===== src/rtl/mips_mem_pkg.sv =====
// Shared memory-stage definitions: store opcodes, the buffered store entry
// and the write-port FSM states.
package mips_mem_pkg;

  localparam logic [5:0] OP_SB = 6'b101000;
  localparam logic [5:0] OP_SH = 6'b101001;
  localparam logic [5:0] OP_SW = 6'b101011;

  typedef struct packed {
    logic [31:0] addr;
    logic [31:0] wdata;
    logic [3:0]  be;
  } store_entry_t;

  typedef enum logic [0:0] {
    S_IDLE = 1'b0,
    S_REQ  = 1'b1
  } wr_state_t;

  // Word-aligned address presented to data memory.
  function automatic logic [31:0] word_addr(input logic [31:0] byte_addr);
    return {byte_addr[31:2], 2'b00};
  endfunction

endpackage


===== src/rtl/store_lane_encode.sv =====
// Combinational store narrowing: places sb/sh/sw data onto big-endian byte
// lanes and flags misaligned or illegal stores.
module store_lane_encode
  import mips_mem_pkg::*;
(
  input  logic [5:0]  opcode,
  input  logic [1:0]  addr_lo,
  input  logic [31:0] data,
  output logic [31:0] wdata,
  output logic [3:0]  be,
  output logic        misaligned
);

  // Lane placement and alignment check per opcode
  always_comb begin
    wdata      = 32'h0000_0000;
    be         = 4'b0000;
    misaligned = 1'b0;
    case (opcode)
      OP_SB: begin
        be    = 4'b1000 >> addr_lo;
        wdata = {4{data[7:0]}};
      end
      OP_SH: begin
        if (addr_lo[0]) begin
          misaligned = 1'b1;
        end else begin
          be    = addr_lo[1] ? 4'b0011 : 4'b1100;
          wdata = {2{data[15:0]}};
        end
      end
      OP_SW: begin
        if (addr_lo != 2'b00) begin
          misaligned = 1'b1;
        end else begin
          be    = 4'b1111;
          wdata = data;
        end
      end
      default: begin
        misaligned = 1'b1;
      end
    endcase
  end

endmodule


===== src/rtl/store_lane_packer.sv =====
// Store buffer between the MEM stage and the data-memory write port: packs
// stores into lanes, queues them, and issues one req/ack write at a time.
module store_lane_packer
  import mips_mem_pkg::*;
#(
  parameter int DEPTH = 2
) (
  input  logic        clk,
  input  logic        rst,
  input  logic        st_valid,
  output logic        st_ready,
  input  logic [5:0]  st_opcode,
  input  logic [31:0] st_addr,
  input  logic [31:0] st_data,
  output logic        st_misaligned,
  output logic        mem_req,
  input  logic        mem_ack,
  output logic [31:0] mem_addr,
  output logic [31:0] mem_wdata,
  output logic [3:0]  mem_be,
  output logic        buf_empty
);

  localparam int PTR_W = $clog2(DEPTH);
  localparam int CNT_W = PTR_W + 1;

  store_entry_t     fifo_r [DEPTH];
  logic [PTR_W-1:0] wr_ptr_r, rd_ptr_r, rd_ptr_next_s;
  logic [CNT_W-1:0] count_r, count_next_s, remain_s;
  wr_state_t        state_r, state_next_s;

  logic             st_ready_r, st_misaligned_r, mem_req_r, buf_empty_r;
  logic [31:0]      mem_addr_r, mem_wdata_r;
  logic [3:0]       mem_be_r;

  logic             mem_req_d_s;
  logic [31:0]      mem_addr_d_s, mem_wdata_d_s;
  logic [3:0]       mem_be_d_s;

  logic [31:0]      enc_wdata_s;
  logic [3:0]       enc_be_s;
  logic             reject_s, accept_s, push_s, pop_s;
  store_entry_t     new_entry_s, head_next_s;

  store_lane_encode u_encode (
    .opcode     (st_opcode),
    .addr_lo    (st_addr[1:0]),
    .data       (st_data),
    .wdata      (enc_wdata_s),
    .be         (enc_be_s),
    .misaligned (reject_s)
  );

  assign accept_s      = st_valid && st_ready_r;
  assign push_s        = accept_s && !reject_s;
  assign pop_s         = (state_r == S_REQ) && mem_ack;
  assign new_entry_s   = '{addr: word_addr(st_addr), wdata: enc_wdata_s, be: enc_be_s};
  assign count_next_s  = count_r + CNT_W'(push_s) - CNT_W'(pop_s);
  assign remain_s      = count_r - CNT_W'(pop_s);
  assign rd_ptr_next_s = pop_s ? rd_ptr_r + PTR_W'(1'b1) : rd_ptr_r;

  // Head visible after this edge; bypass the incoming store when the queue drains
  always_comb begin
    if (remain_s == '0) begin
      head_next_s = new_entry_s;
    end else begin
      head_next_s = fifo_r[rd_ptr_next_s];
    end
  end

  // State register
  always_ff @(posedge clk or posedge rst) begin
    if (rst) begin
      state_r <= S_IDLE;
    end else begin
      state_r <= state_next_s;
    end
  end

  // Next-state: a request is outstanding whenever the queue holds an entry
  always_comb begin
    state_next_s = S_IDLE;
    case (state_r)
      S_IDLE:  state_next_s = (count_next_s != '0) ? S_REQ : S_IDLE;
      S_REQ:   state_next_s = (count_next_s != '0) ? S_REQ : S_IDLE;
      default: state_next_s = S_IDLE;
    endcase
  end

  // Output decode for the registered memory-port signals
  always_comb begin
    mem_req_d_s   = 1'b0;
    mem_addr_d_s  = mem_addr_r;
    mem_wdata_d_s = mem_wdata_r;
    mem_be_d_s    = 4'b0000;
    case (state_next_s)
      S_REQ: begin
        mem_req_d_s   = 1'b1;
        mem_addr_d_s  = head_next_s.addr;
        mem_wdata_d_s = head_next_s.wdata;
        mem_be_d_s    = head_next_s.be;
      end
      S_IDLE: begin
        mem_req_d_s = 1'b0;
      end
      default: begin
        mem_req_d_s = 1'b0;
      end
    endcase
  end

  // Queue storage; contents are don't-care outside the count window
  always_ff @(posedge clk) begin
    if (push_s) begin
      fifo_r[wr_ptr_r] <= new_entry_s;
    end
  end

  // Pointers and occupancy
  always_ff @(posedge clk or posedge rst) begin
    if (rst) begin
      wr_ptr_r <= '0;
      rd_ptr_r <= '0;
      count_r  <= '0;
    end else begin
      if (push_s) wr_ptr_r <= wr_ptr_r + PTR_W'(1'b1);
      rd_ptr_r <= rd_ptr_next_s;
      count_r  <= count_next_s;
    end
  end

  // Registered outputs
  always_ff @(posedge clk or posedge rst) begin
    if (rst) begin
      st_ready_r      <= 1'b1;
      st_misaligned_r <= 1'b0;
      buf_empty_r     <= 1'b1;
      mem_req_r       <= 1'b0;
      mem_addr_r      <= 32'h0000_0000;
      mem_wdata_r     <= 32'h0000_0000;
      mem_be_r        <= 4'b0000;
    end else begin
      st_ready_r      <= (count_next_s != CNT_W'(DEPTH));
      st_misaligned_r <= accept_s && reject_s;
      buf_empty_r     <= (count_next_s == '0) && !mem_req_d_s;
      mem_req_r       <= mem_req_d_s;
      mem_addr_r      <= mem_addr_d_s;
      mem_wdata_r     <= mem_wdata_d_s;
      mem_be_r        <= mem_be_d_s;
    end
  end

  assign st_ready      = st_ready_r;
  assign st_misaligned = st_misaligned_r;
  assign buf_empty     = buf_empty_r;
  assign mem_req       = mem_req_r;
  assign mem_addr      = mem_addr_r;
  assign mem_wdata     = mem_wdata_r;
  assign mem_be        = mem_be_r;

endmodule


===== config.mk =====
export PLATFORM = sky130hd
export DESIGN_NAME = store_lane_packer
export DESIGN_NICKNAME = d
export VERILOG_FILES = /design/src/rtl/mips_mem_pkg.sv /design/src/rtl/store_lane_encode.sv /design/src/rtl/store_lane_packer.sv
export SDC_FILE = /design/constraint.sdc
export NUM_CORES = 1
export LEC_CHECK = 0
export ABC_AREA = 0
export BUFFER_PORTS_ARGS = -buffer_cell sky130_fd_sc_hd__buf_2
export CAP_MARGIN = 20
export CORE_ASPECT_RATIO = 0.9
export CORE_MARGIN = 2
export CORE_UTILIZATION = 42
export CTS_BUF_LIST = sky130_fd_sc_hd__clkbuf_4
export DETAILED_ROUTE_END_ITERATION = 10
export GPL_TIMING_DRIVEN = 1
export PLACE_DENSITY = 0.73
export SYNTH_ARGS = -nofsm -noshare
export SYNTH_HDL_FRONTEND = slang
export SYNTH_SLANG_ARGS = --single-unit

===== constraint.sdc =====
create_clock -name clk -period 5.7 [get_ports clk]
set_input_delay 0.855 -clock clk [delete_from_list [all_inputs] [get_ports clk]]
set_output_delay 0.855 -clock clk [all_outputs]
set_load 0.05 [all_outputs]

* Yosys cells after proc, flatten, opt, wreduce, memory -nomap -nowiden
Memories as Yosys holds them, arrays and structs flattened. Cells that the tools add are included.
Operators by class: bitwise operators 1, shift operators 1, reductions and logical operators 11, multiplexer cells 17, add/subtract/negate cells 5, equality and inequality tests 4
Operators with widths (count):
- 32-bit one-hot mux with 3 select lines | 1
- 68-bit two-way mux | 1
- 32-bit two-way mux | 2
- 6-bit == test (second input constant) | 3
- 4-bit two-way mux | 4
- 4-bit one-hot mux with 3 select lines | 1
- 1-bit two-way mux | 6
- 1-bit logical AND | 5
- 2-bit zero test | 2
- 2-bit nonzero test | 2
- 4-bit by 2-bit right shift with 4-bit output (first input constant) | 1
- 2-bit by 1-bit subtractor with 2-bit output | 2
- 1-bit one-hot mux with 3 select lines | 1
- 1-bit adder (second input constant) | 2
- 2-bit by 1-bit adder with 2-bit output | 1
- 1-bit zero test | 2
- 2-bit != test (second input constant) | 1
- 1-bit one-hot mux with 2 select lines | 1
- 1-bit NOT | 1
Storage, ports and cells: output and inout port bits 72, register bits after elaboration 77, memory bits (writable) 132, memories 1
Memory list:
- fifo_r | depth 2, width 66, read ports 1, clocked after memory_dff 0, write ports 1, RTL line store_lane_packer.sv:27 | store_entry_t fifo_r [DEPTH];

* Depth between registers and ports, before layout
Gate-level depths: netlist of run 1.
depth after elaboration 13, mapped depth 12, mapped depth without buffers 9

* Modules after synthesis
From an unflattened synthesis of run 1, not the netlist that was laid out.
Unflattened totals: cells, all modules 691, area total of the unflattened synthesis 9083.7 sq um
Modules (own cells, without submodules):
- store_lane_packer | cells an instance 624, seq. area each 5818.1 sq um, area each 8552.0 sq um, instances 1
- store_lane_encode | cells an instance 67, seq. area each 0.0 sq um, area each 531.8 sq um, instances 1

* Worst setup path after synthesis of run 1
No wires, ideal clock.
path type input to register, from in st_opcode[2], to mem fifo_r[0][0] (netlist name), enable pin, stages 4, setup slack 679 ps, data arrival time 4523 ps, data required time 5202 ps, path through nand4bb_1 > buf_2 > a2111oi_4 > nor2b_1
On the way: longest elaborated chain between the ends 6, elaborated cells between the ends (all ways) 8, classes of those cells eq/ne (3); mux (3); reduce/logical (2)
Ends and longest elaborated chain:
- start: declaration | RTL line store_lane_packer.sv:12 | input logic [5:0] st_opcode,
- 6-bit == test | RTL line store_lane_encode.sv:19 | case (opcode)
- 1-bit one-hot mux with 3 select lines (*) | RTL line store_lane_encode.sv:19
- 1-bit zero test (*) | RTL line store_lane_packer.sv:55 | assign push_s = accept_s && !reject_s;
- 1-bit logical AND (*) | RTL line store_lane_packer.sv:55
- 1-bit two-way mux (*) | RTL line store_lane_packer.sv:114 | if (push_s) begin
- 1-bit two-way mux (not written as such) (*) | RTL line store_lane_packer.sv:115 | fifo_r[wr_ptr_r] <= new_entry_s;
- end: declaration | RTL line store_lane_packer.sv:27
Mark *: on every way between the ends. The rest lies on a longest branch, timed or not.

* Final worst setup path of run 1
from reg st_ready_r (netlist: st_ready), to reg mem_addr_r[30] (netlist: mem_addr[30])
On the way: longest elaborated chain between the ends 6
Ends and longest elaborated chain:
- start: declaration | RTL line store_lane_packer.sv:32 | logic st_ready_r, st_misaligned_r, mem_req_r, buf_empty_r;
- start signal: assignment | RTL line store_lane_packer.sv:143 | st_ready_r <= (count_next_s != CNT_W'(DEPTH));
- 1-bit logical AND | RTL line store_lane_packer.sv:54 | assign accept_s = st_valid && st_ready_r;
- 1-bit logical AND | RTL line store_lane_packer.sv:55
- 2-bit by 1-bit adder with 2-bit output | RTL line store_lane_packer.sv:58 | assign count_next_s = count_r + CNT_W'(push_s) - CNT_W'(pop_s);
- 2-bit by 1-bit subtractor with 2-bit output | RTL line store_lane_packer.sv:58
- net count_next_s[1] | RTL line store_lane_packer.sv:29 | logic [CNT_W-1:0] count_r, count_next_s, remain_s;
- 2-bit nonzero test | RTL line store_lane_packer.sv:84, store_lane_packer.sv:85
- 1-bit two-way mux | RTL line store_lane_packer.sv:84, store_lane_packer.sv:85
- end signal: assignment | RTL line store_lane_packer.sv:147 | mem_addr_r <= mem_addr_d_s;
- end: declaration | RTL line store_lane_packer.sv:33 | logic [31:0] mem_addr_r, mem_wdata_r;
The timed path passes the listed nets, and every way through them passes these cells. A chain may end at the register's enable or synchronous reset.

==> flow_metrics.env, run 1 <==
export IMPL_syn_avg_cell_area_sq_um=14.0
export IMPL_drtAntennaViolNets=0
export IMPL_rr_worst_depth=10
export IMPL_fin_setup_tns_ns=0
export IMPL_grt_pass1_wl_um=31600
export IMPL_synthCells=638
export IMPL_nets=878
export IMPL_yosysUniqueCellTypes=52
export IMPL_synth_top_cell_area_share_pct=44.2
export IMPL_r2r_start="st_ready"
export IMPL_worst_pin_slew_ns=1.07
export IMPL_hp_class="primary input to async pin"
export IMPL_cts_tree="yes"
export IMPL_wl_per_cell_um=17.8
export IMPL_yosysSeqAreaShare_pct=64.9
export IMPL_hold_viol_final=0
export IMPL_synth_most_common_cell="edfxtp_1"
export IMPL_initial_utilization_pct=42.9
export IMPL_period_share_pct=63.1
export IMPL_synth_top_cells_by_count="edfxtp_1, nand2_1, dfrtp_1, mux2_2, a31oi_1"
export IMPL_synth_main_ff_cell="edfxtp_1"
export IMPL_syn_area_sq_um=8960
export IMPL_cp_end_kind="flip-flop"
export IMPL_initialDrtViolationCount=441
export IMPL_grt_max_degree=100
export IMPL_core_sq_um=20900
export IMPL_startpoint_type="flip-flop"
export IMPL_regToRegEndpoint="mem_addr[30]"
export IMPL_grt_pass1_vias=5891
export IMPL_drive_gt1_share_pct=41.1
export IMPL_crit_fanout=46
export IMPL_n_fill_cell=1853
export IMPL_clock_path_buffers=3
export IMPL_grtUsageTotal_pct=18.2
export IMPL_synth_seq_cells=206
export IMPL_rsz0062_at_grt="false"
export IMPL_yosys_area_top_type="edfxtp_1"
export IMPL_die_x_um=158
export IMPL_area_growth_pct=18.7
export IMPL_run_status="finished, final reports clean"
export IMPL_relSlewSlack_pct=28.3
export IMPL_clk_latency_ns=0.64
export IMPL_leakage_nw=4.41
export IMPL_io_pins=146
export IMPL_portBuffers=143
export IMPL_cap_violations=0
export IMPL_synth_edf_count=132
export IMPL_htree_num_levels=2
export IMPL_crit_type="flip-flop to flip-flop"
export IMPL_cts_resized=0
export IMPL_finalPower_mw=6.30
export IMPL_dieArea_sq_um=22500
export IMPL_yosysWarnings=0
export IMPL_synthTopCellsByArea="edfxtp_1, dfrtp_1, mux2_2, mux2_4, nand2_1"
export IMPL_cts_hold_buffers_added=0
export IMPL_cp_arrival_ns=4.11
export IMPL_dieHeight_um=143
export IMPL_root_buffer="clkbuf_4"
export IMPL_endpoint="mem_addr[30]"
export IMPL_post_cts_setup_buffer_count=0
export IMPL_overflow=0
export IMPL_drt_total_wl_um=20100
export IMPL_clock_skew_ns=0.0228
export IMPL_drtPass1Iterations=5
export IMPL_ir_drop_mv=0.312
export IMPL_cts_made_buffers=53
export IMPL_finalWeightedCongestion=0.798
export IMPL_cts_sinks=206
export IMPL_drc=0
export IMPL_dp_final_hpwl_um=12500
export IMPL_post_route_min_period_ns=3.60
export IMPL_row_count=50
export IMPL_powerDensity_nw_per_um2=592
export IMPL_max_freq_mhz=278
export IMPL_post_route_util_pct=50.9
export IMPL_synthArstFlopShare_pct=35.9
export IMPL_insertedDiodeCount=0
export IMPL_crit_start="st_ready"
export IMPL_clk_pin_slew_ns=0.07
export IMPL_vias=5760
export IMPL_antenna_found_initial=0
export IMPL_viasPerCell=5.08
export IMPL_slew_violations=0
export IMPL_cp_required_ns=6.21
export IMPL_worst_r2r_setup_slack_ns=2.10
export IMPL_setup_viol=0
## final cells by class
class | instances | area (sq um) | area share [%]
Timing Repair Buffer | 154 | 848 | 7.98
Multi-Input combinational cell | 384 | 2930 | 27.5
Sequential cell | 206 | 5820 | 54.7
Clock buffer | 78 | 586 | 5.51
Tap cell | 286 | 358 | 3.36
Clock inverter | 21 | 82.6 | 0.776
Inverter | 4 | 16.3 | 0.153
## where the power goes
part           total [mW]  switching, mW  internal, mW  leakage (nW)
registers            2.02          0.140          1.88          2.13
logic                3.06           1.90          1.16          1.88
clock network        1.22          0.594         0.630         0.401
## flip-flops by register name (all words and copies together) (netlist names)
| signal | flops |
|---|---|
| fifo_r | 132 |
| mem_wdata | 32 |
| mem_addr | 30 |
| mem_be | 4 |
| count_r | 2 |
| buf_empty | 1 |
| mem_req | 1 |
| rd_ptr_r | 1 |
| st_misaligned | 1 |
| st_ready | 1 |
| wr_ptr_r | 1 |
## placed cells by master (no fill, tap or decap), types with 9 or more instances in the layout
cell type,instances
buf_2,143
edfxtp_1,132
nand2_1,87
clkbuf_4,78
dfrtp_1,72
mux2_2,69
a31oi_1,38
nor2_1,34
mux2_4,24
clkinv_1,18
a211oi_1,17
a22o_1,16
nand2b_1,10
a21o_1,9
nand3b_1,9
## kinds of logic (layout without fill, tap and decap cells)
family          Yosys count  count (layout)  synth area share, %
flops                   206             206                 64.9
compound gates          109             109                 9.19
other cells               1               2               0.0419
simple gates            165             165                 8.51
fa+ha+maj                 1               1                0.140
mux                     102             102                 13.7
buf+inv                  49             257                 2.97
xor+xnor                  5               5                0.489
## through the flow
stage / area (sq um) / setup slack (ns) / instances / hold slack (ns)
floorplan: 8960 / 0.679 / 639 / 0.455
global placement: 9930 / 1.56 / 1032 / 0.484
detailed placement: 9930 / 1.49 / 1032 / 0.488
CTS: 10600 / 2.08 / 1131 / 0.342
global route: 10600 / 1.94 / 1133 / 0.144
finish: 10600 / 2.10 / 1133 / 0.196
## routing by layer
layer  share of wire, %  wire [um]  global-route usage, %
met3                8.4       1690                   5.33
met5                  0          0                      0
met2                 45       8960                   27.5
met1                 45       9130                   25.3
met4                1.8        362                   6.02
## worst max-delay path, cell delays in order (launching register included)
cell       delay [ns]
dfstp_2          0.55
nand2_1          0.14
a2111oi_4        0.48
xnor2_1          0.18
ha_1             0.18
xor2_1           0.22
or2_2            0.16
o221ai_2         0.15
nor2_4           0.60
buf_12           0.36
mux2_2           0.38
## how the worst min path moves through the flow
stage | to
after floorplan | wr_ptr_r
after global placement | mem_wdata[29]
after detailed placement | mem_addr[29]
after CTS | fifo_r[0][41]
after global routing | mem_addr[8]
final | mem_addr[8]
Note: power is estimated with default switching activity, not from simulation.
==> run 2: changes to the inputs <==
PLACE_DENSITY = 0.76   (was 0.73)
clock period = 2.95 ns   (was 5.7 ns; I/O delays follow)
==> run 2 against run 1 <==
Compared with the run above: sequential cell count stayed put; clock power is 100% higher; clock-buffer cell count rose by 10; fmax rose by 22%; critical path depth unchanged; largest cell class unchanged; worst setup slack worse by 2.1 ns; sequential power grew 94%; highest routed layer unchanged.
==> flow_metrics.env, run 2 (synthesized netlist as in run 1, its figures left out) <==
export IMPL_startpoint_type="flip-flop"
export IMPL_initialDrtViolationCount=461
export IMPL_grt_pass1_wl_um=32300
export IMPL_worstPathCellList="nand2_4 -> a2111oi_4 -> xnor2_1 -> ha_2 -> xor2_2 -> or3b_4 -> o221ai_4 -> nor2_4 -> buf_12 -> mux2_4"
export IMPL_cpLargestDelayFamily="simple AND/OR/NAND/NOR gates"
export IMPL_vias=6049
export IMPL_cts_tree="yes"
export IMPL_post_route_util_pct=53.6
export IMPL_critPathBufInv=1
export IMPL_crit_type="flip-flop to flip-flop"
export IMPL_largest_reg_flops=132
export IMPL_area_growth_pct=25.0
export IMPL_grt_max_degree=68
export IMPL_worst_pin_slew_ns=0.952
export IMPL_final_common_cell="buf_2"
export IMPL_cap_violations=0
export IMPL_antenna_found_initial=0
export IMPL_final_cell_count_no_fill=1181
export IMPL_cts_made_buffers=53
export IMPL_cp_end_kind="flip-flop"
export IMPL_dp_final_hpwl_um=13100
export IMPL_clk_latency_ns=0.64
export IMPL_grt_pass1_vias=5943
export IMPL_portBuffers=143
export IMPL_drc=0
export IMPL_final_cell_mix="buf_2, edfxtp_1, clkbuf_4"
export IMPL_leakage_nw=4.66
export IMPL_hold_viol_final=0
export IMPL_root_buffer="clkbuf_4"
export IMPL_overflow=0
export IMPL_slowest_stage="dfstp_2"
export IMPL_powerDensity_nw_per_um2=1130
export IMPL_dieArea_sq_um=22500
export IMPL_grtUsageTotal_pct=18.6
export IMPL_insertedDiodeCount=0
export IMPL_relSlewSlack_pct=34.9
export IMPL_core_sq_um=20900
export IMPL_setup_viol=0
export IMPL_viasPerCell=5.12
export IMPL_period_share_pct=99.9
export IMPL_io_pins=146
export IMPL_drive_gt1_share_pct=42.3
export IMPL_top_register="fifo_r"
export IMPL_place_area_sq_um=10100
export IMPL_dpl_cell_count=1050
export IMPL_initial_utilization_pct=42.9
export IMPL_cp_required_ns=3.46
export IMPL_htree_num_levels=2
export IMPL_finalPower_mw=12.6
export IMPL_cts_sinks=206
export IMPL_drt_total_wl_um=20900
export IMPL_slowest_delay_ns=0.55
export IMPL_slew_violations=0
export IMPL_max_freq_mhz=339
export IMPL_dieHeight_um=143
export IMPL_crit_fanout=27
export IMPL_cp_arrival_ns=3.46
export IMPL_post_route_min_period_ns=2.95
export IMPL_final_area_sq_um=11200
export IMPL_clk_pin_slew_ns=0.07
export IMPL_rsz0062_at_grt="true"
export IMPL_die_x_um=158
export IMPL_ir_drop_mv=0.614
export IMPL_wl_per_cell_um=17.7
export IMPL_run_status="finished, final reports clean"
export IMPL_row_count=50
export IMPL_clock_skew_ns=0.0213
export IMPL_drtAntennaViolNets=0
export IMPL_post_cts_setup_buffer_count=0
export IMPL_drtPass1Iterations=5
export IMPL_finalWeightedCongestion=0.801
export IMPL_clock_path_buffers=3
export IMPL_nets=926
export IMPL_fin_setup_tns_ns=0
export IMPL_hp_class="primary input to flip-flop"
## run 2: routing by layer
| metal | vias to the layer above | track usage [%] | part of all wire, % |
|---|---|---|---|
| met5 | - | 0 | 0 |
| met4 | 0 | 6.26 | 1.9 |
| met3 | 36 | 4.26 | 6.9 |
| met2 | 232 | 28.2 | 45 |
| met1 | 2949 | 26.6 | 46 |
| li1 | 2832 | - | - |
## run 2: area by class of cell
class / instances / area (sq um)
Fill cell: 1821 / 9700
Multi-Input combinational cell: 384 / 2970
Timing Repair Buffer: 202 / 1340
Sequential cell: 206 / 5820
Clock buffer: 88 / 661
Inverter: 4 / 16.3
Clock inverter: 11 / 41.3
Tap cell: 286 / 358
## run 2: final timing paths
path,slack [ns],from,depth (start not counted),endpoint
max,0.002,st_ready,10,mem_addr[20]
min,0.08,st_valid,3,st_misaligned
max reg2reg,0.002,st_ready,10,mem_addr[20]
min reg2reg,0.50,mem_addr[25],1,mem_addr[25]
max in group asynchronous,1.84,rst,4,mem_wdata[24]
min in group asynchronous,0.45,rst,3,mem_addr[11]
## run 2: through the flow
stage	hold WS (ns)	setup slack, ns
after detailed placement	0.488	-0.121
after CTS	0.000997	0.0418
after global placement	0.485	-0.00759
after global routing	0.0490	-0.0908
after floorplan	0.508	-0.170
final	0.0822	0.00164
## run 2: tightest hold or removal path, stage by stage
cell and delay [ns]:
buf_2 0.11, nand2_4 0.08, nor2_1 0.05
## run 2: timing repair
item | 4_1_cts | 5_1_grt
setup endpoints to repair | 0 | 64
resized for setup | 0 | 6
hold endpoints to repair | 94 | 1
hold buffers | 30 | 1
## run 2: power by group
group | switching, mW | internal (mW)
Sequential | 0.295 | 3.63
Combinational | 3.78 | 2.47
Clock | 1.13 | 1.34
Total | 5.20 | 7.43
==> run 3: changes to the inputs <==
CORE_UTILIZATION = 30   (was 42)
PLACE_DENSITY = 0.6   (was 0.76)
==> run 3 against run 2 <==
Compared with the run above: fmax is 3.7% higher; die area up 39%; critical path depth stayed put; global-route usage fell by 4.7 points; first-iteration DRC count decreased by 32%; clock power up 8.1%; sequential cell count did not move; register-to-register slack gained 0.11 ns; cell area rose by 2.0%; worst setup slack improved by 0.11 ns.
==> flow_metrics.env, run 3 (synthesized netlist as in run 1, its figures left out) <==
export IMPL_cp_end_kind="flip-flop"
export IMPL_core_sq_um=29700
export IMPL_worstPathCellList="nand2_4 -> a2111oi_4 -> xnor2_1 -> ha_2 -> xor2_2 -> or3b_4 -> o221ai_4 -> nor2_4 -> buf_12 -> mux2_4"
export IMPL_dieHeight_um=168
export IMPL_cp_required_ns=3.47
export IMPL_cap_violations=0
export IMPL_drive_gt1_share_pct=42.1
export IMPL_startpoint_type="flip-flop"
export IMPL_wl_met1_um=10300
export IMPL_leakage_nw=4.68
export IMPL_wl_met2_um=9700
export IMPL_sw_frac_of_total_pct=40.9
export IMPL_pwr_share_clk_pct=20.7
export IMPL_cts_made_buffers=55
export IMPL_row_count=60
export IMPL_largest_reg_flops=132
export IMPL_area_growth_pct=27.5
export IMPL_slowest_stage="dfstp_2"
export IMPL_drt_total_wl_um=22000
export IMPL_final_cell_count_no_fill=1305
export IMPL_slowest_delay_ns=0.56
export IMPL_post_route_util_pct=38.5
export IMPL_critPathBufInv=1
export IMPL_combPwrFrac_pct=48.8
export IMPL_relSlewSlack_pct=28.9
export IMPL_run_status="finished, final reports clean"
export IMPL_p_seq_share_pct=30.4
export IMPL_clock_path_buffers=3
export IMPL_viasPerCell=4.59
export IMPL_io_pins=146
export IMPL_grt_pass1_wl_um=33600
export IMPL_top_register="fifo_r"
export IMPL_dieArea_sq_um=31300
export IMPL_max_freq_mhz=352
export IMPL_p_switching_mw=5.27
export IMPL_crit_fanout=16
export IMPL_clock_skew_ns=0.0412
export IMPL_clk_latency_ns=0.66
export IMPL_worst_pin_slew_ns=1.06
export IMPL_dp_final_hpwl_um=13900
export IMPL_die_x_um=186
export IMPL_hold_viol_final=0
export IMPL_dr_wl_met3_um=1560
export IMPL_drtAntennaViolNets=0
export IMPL_cts_sinks=206
export IMPL_grtUsageTotal_pct=14.0
export IMPL_initial_utilization_pct=30.2
export IMPL_portBuffers=143
export IMPL_final_cell_mix="buf_2, edfxtp_1, nand2_1"
export IMPL_overflow=0
export IMPL_period_share_pct=96.4
export IMPL_slew_violations=0
export IMPL_root_buffer="clkbuf_4"
export IMPL_setup_viol=0
export IMPL_ir_drop_mv=0.583
export IMPL_drc=0
export IMPL_nets=929
export IMPL_crit_type="flip-flop to flip-flop"
export IMPL_antenna_found_initial=4
export IMPL_grt_pass1_vias=5925
export IMPL_grt_max_degree=100
export IMPL_cts_tree="yes"
export IMPL_cpLargestDelayFamily="simple AND/OR/NAND/NOR gates"
export IMPL_dpl_cell_count=1167
export IMPL_rsz0062_at_grt="true"
export IMPL_wl_per_cell_um=16.8
export IMPL_initialDrtViolationCount=313
export IMPL_vias=5993
export IMPL_drtPass1Iterations=4
export IMPL_post_route_min_period_ns=2.84
export IMPL_n_fill_cell=2855
export IMPL_fin_setup_tns_ns=0
export IMPL_powerDensity_nw_per_um2=1130
export IMPL_hp_class="primary input to flip-flop"
export IMPL_final_common_cell="buf_2"
export IMPL_internal_power_mw=7.60
export IMPL_finalWeightedCongestion=0.737
export IMPL_top_layer_used="met5"
export IMPL_cp_arrival_ns=3.36
export IMPL_clk_pin_slew_ns=0.07
export IMPL_htree_num_levels=2
==> run 3: cell count changes in the layout (fill, tap and decap cells not counted), moves of 2 or more <==
cell,before,now
bufinv_16,0,2
clkbuf_4,88,85
clkinv_1,10,14
clkinv_2,1,4
diode_2,0,2
inv_2,2,0
==> run 3: worst paths after layout <==
check / end / slack (ns) / startpoint / depth (start not counted)
min reg2reg: mem_wdata[12] / 0.50 / mem_wdata[12] / 1
max reg2reg: mem_addr[22] / 0.11 / st_ready / 10
max: mem_addr[22] / 0.11 / st_ready / 10
min: fifo_r[0][34] / 0.09 / st_data[30] / 2
min in group asynchronous: mem_addr[17] / 0.46 / rst / 3
max in group asynchronous: st_ready / 1.74 / rst / 4
==> run 3: metal layers <==
metal	vias up	track usage, %
met4	6	4.25
met5	-	0
li1	2848	-
met3	34	3.98
met2	193	21.5
met1	2912	19.1
==> run 3: layout make-up <==
cell class / instances / area [sq um] / area share, %
timing repair buffer: 203 / 1360 / 11.9
antenna: 2 / 5.00 / 0.0438
tap: 403 / 504 / 4.41
inverter: 4 / 16.3 / 0.142
multi-input combinational: 384 / 2960 / 25.9
clock buffer: 84 / 631 / 5.52
clock inverter: 19 / 131 / 1.15
sequential: 206 / 5820 / 50.9
==> run 3: stage by stage <==
stage	power (mW)	setup slack [ns]	cell area, sq um	hold WS (ns)
floorplan	8.78	-0.170	8970	0.508
global placement	10.2	-0.0489	10300	0.472
detailed placement	10.3	-0.127	10300	0.486
CTS	13.0	0.0779	11400	0.0174
global route	13.6	-0.0273	11400	0.0328
finish	12.9	0.108	11400	0.0862
==> run 3: timing repair <==
item                                    CTS  global route
buffers inserted                          0             1
hold buffers                             31             0
hold endpoints to repair                 99             0
gates resized for setup                   0             5
endpoints found under the setup margin    0            64
==> run 3: power by group through the flow <==
stage | Sequential (mW) | Clock [mW] | Combinational (mW)
5_1_grt | 3.97 | 2.92 | 6.76
6_report | 3.92 | 2.67 | 6.28
2_1_floorplan | 5.50 | 0 | 3.28
4_1_cts | 3.92 | 2.77 | 6.34
3_5_place_dp | 3.97 | 0 | 6.28
3_3_place_gp | 3.97 | 0 | 6.21
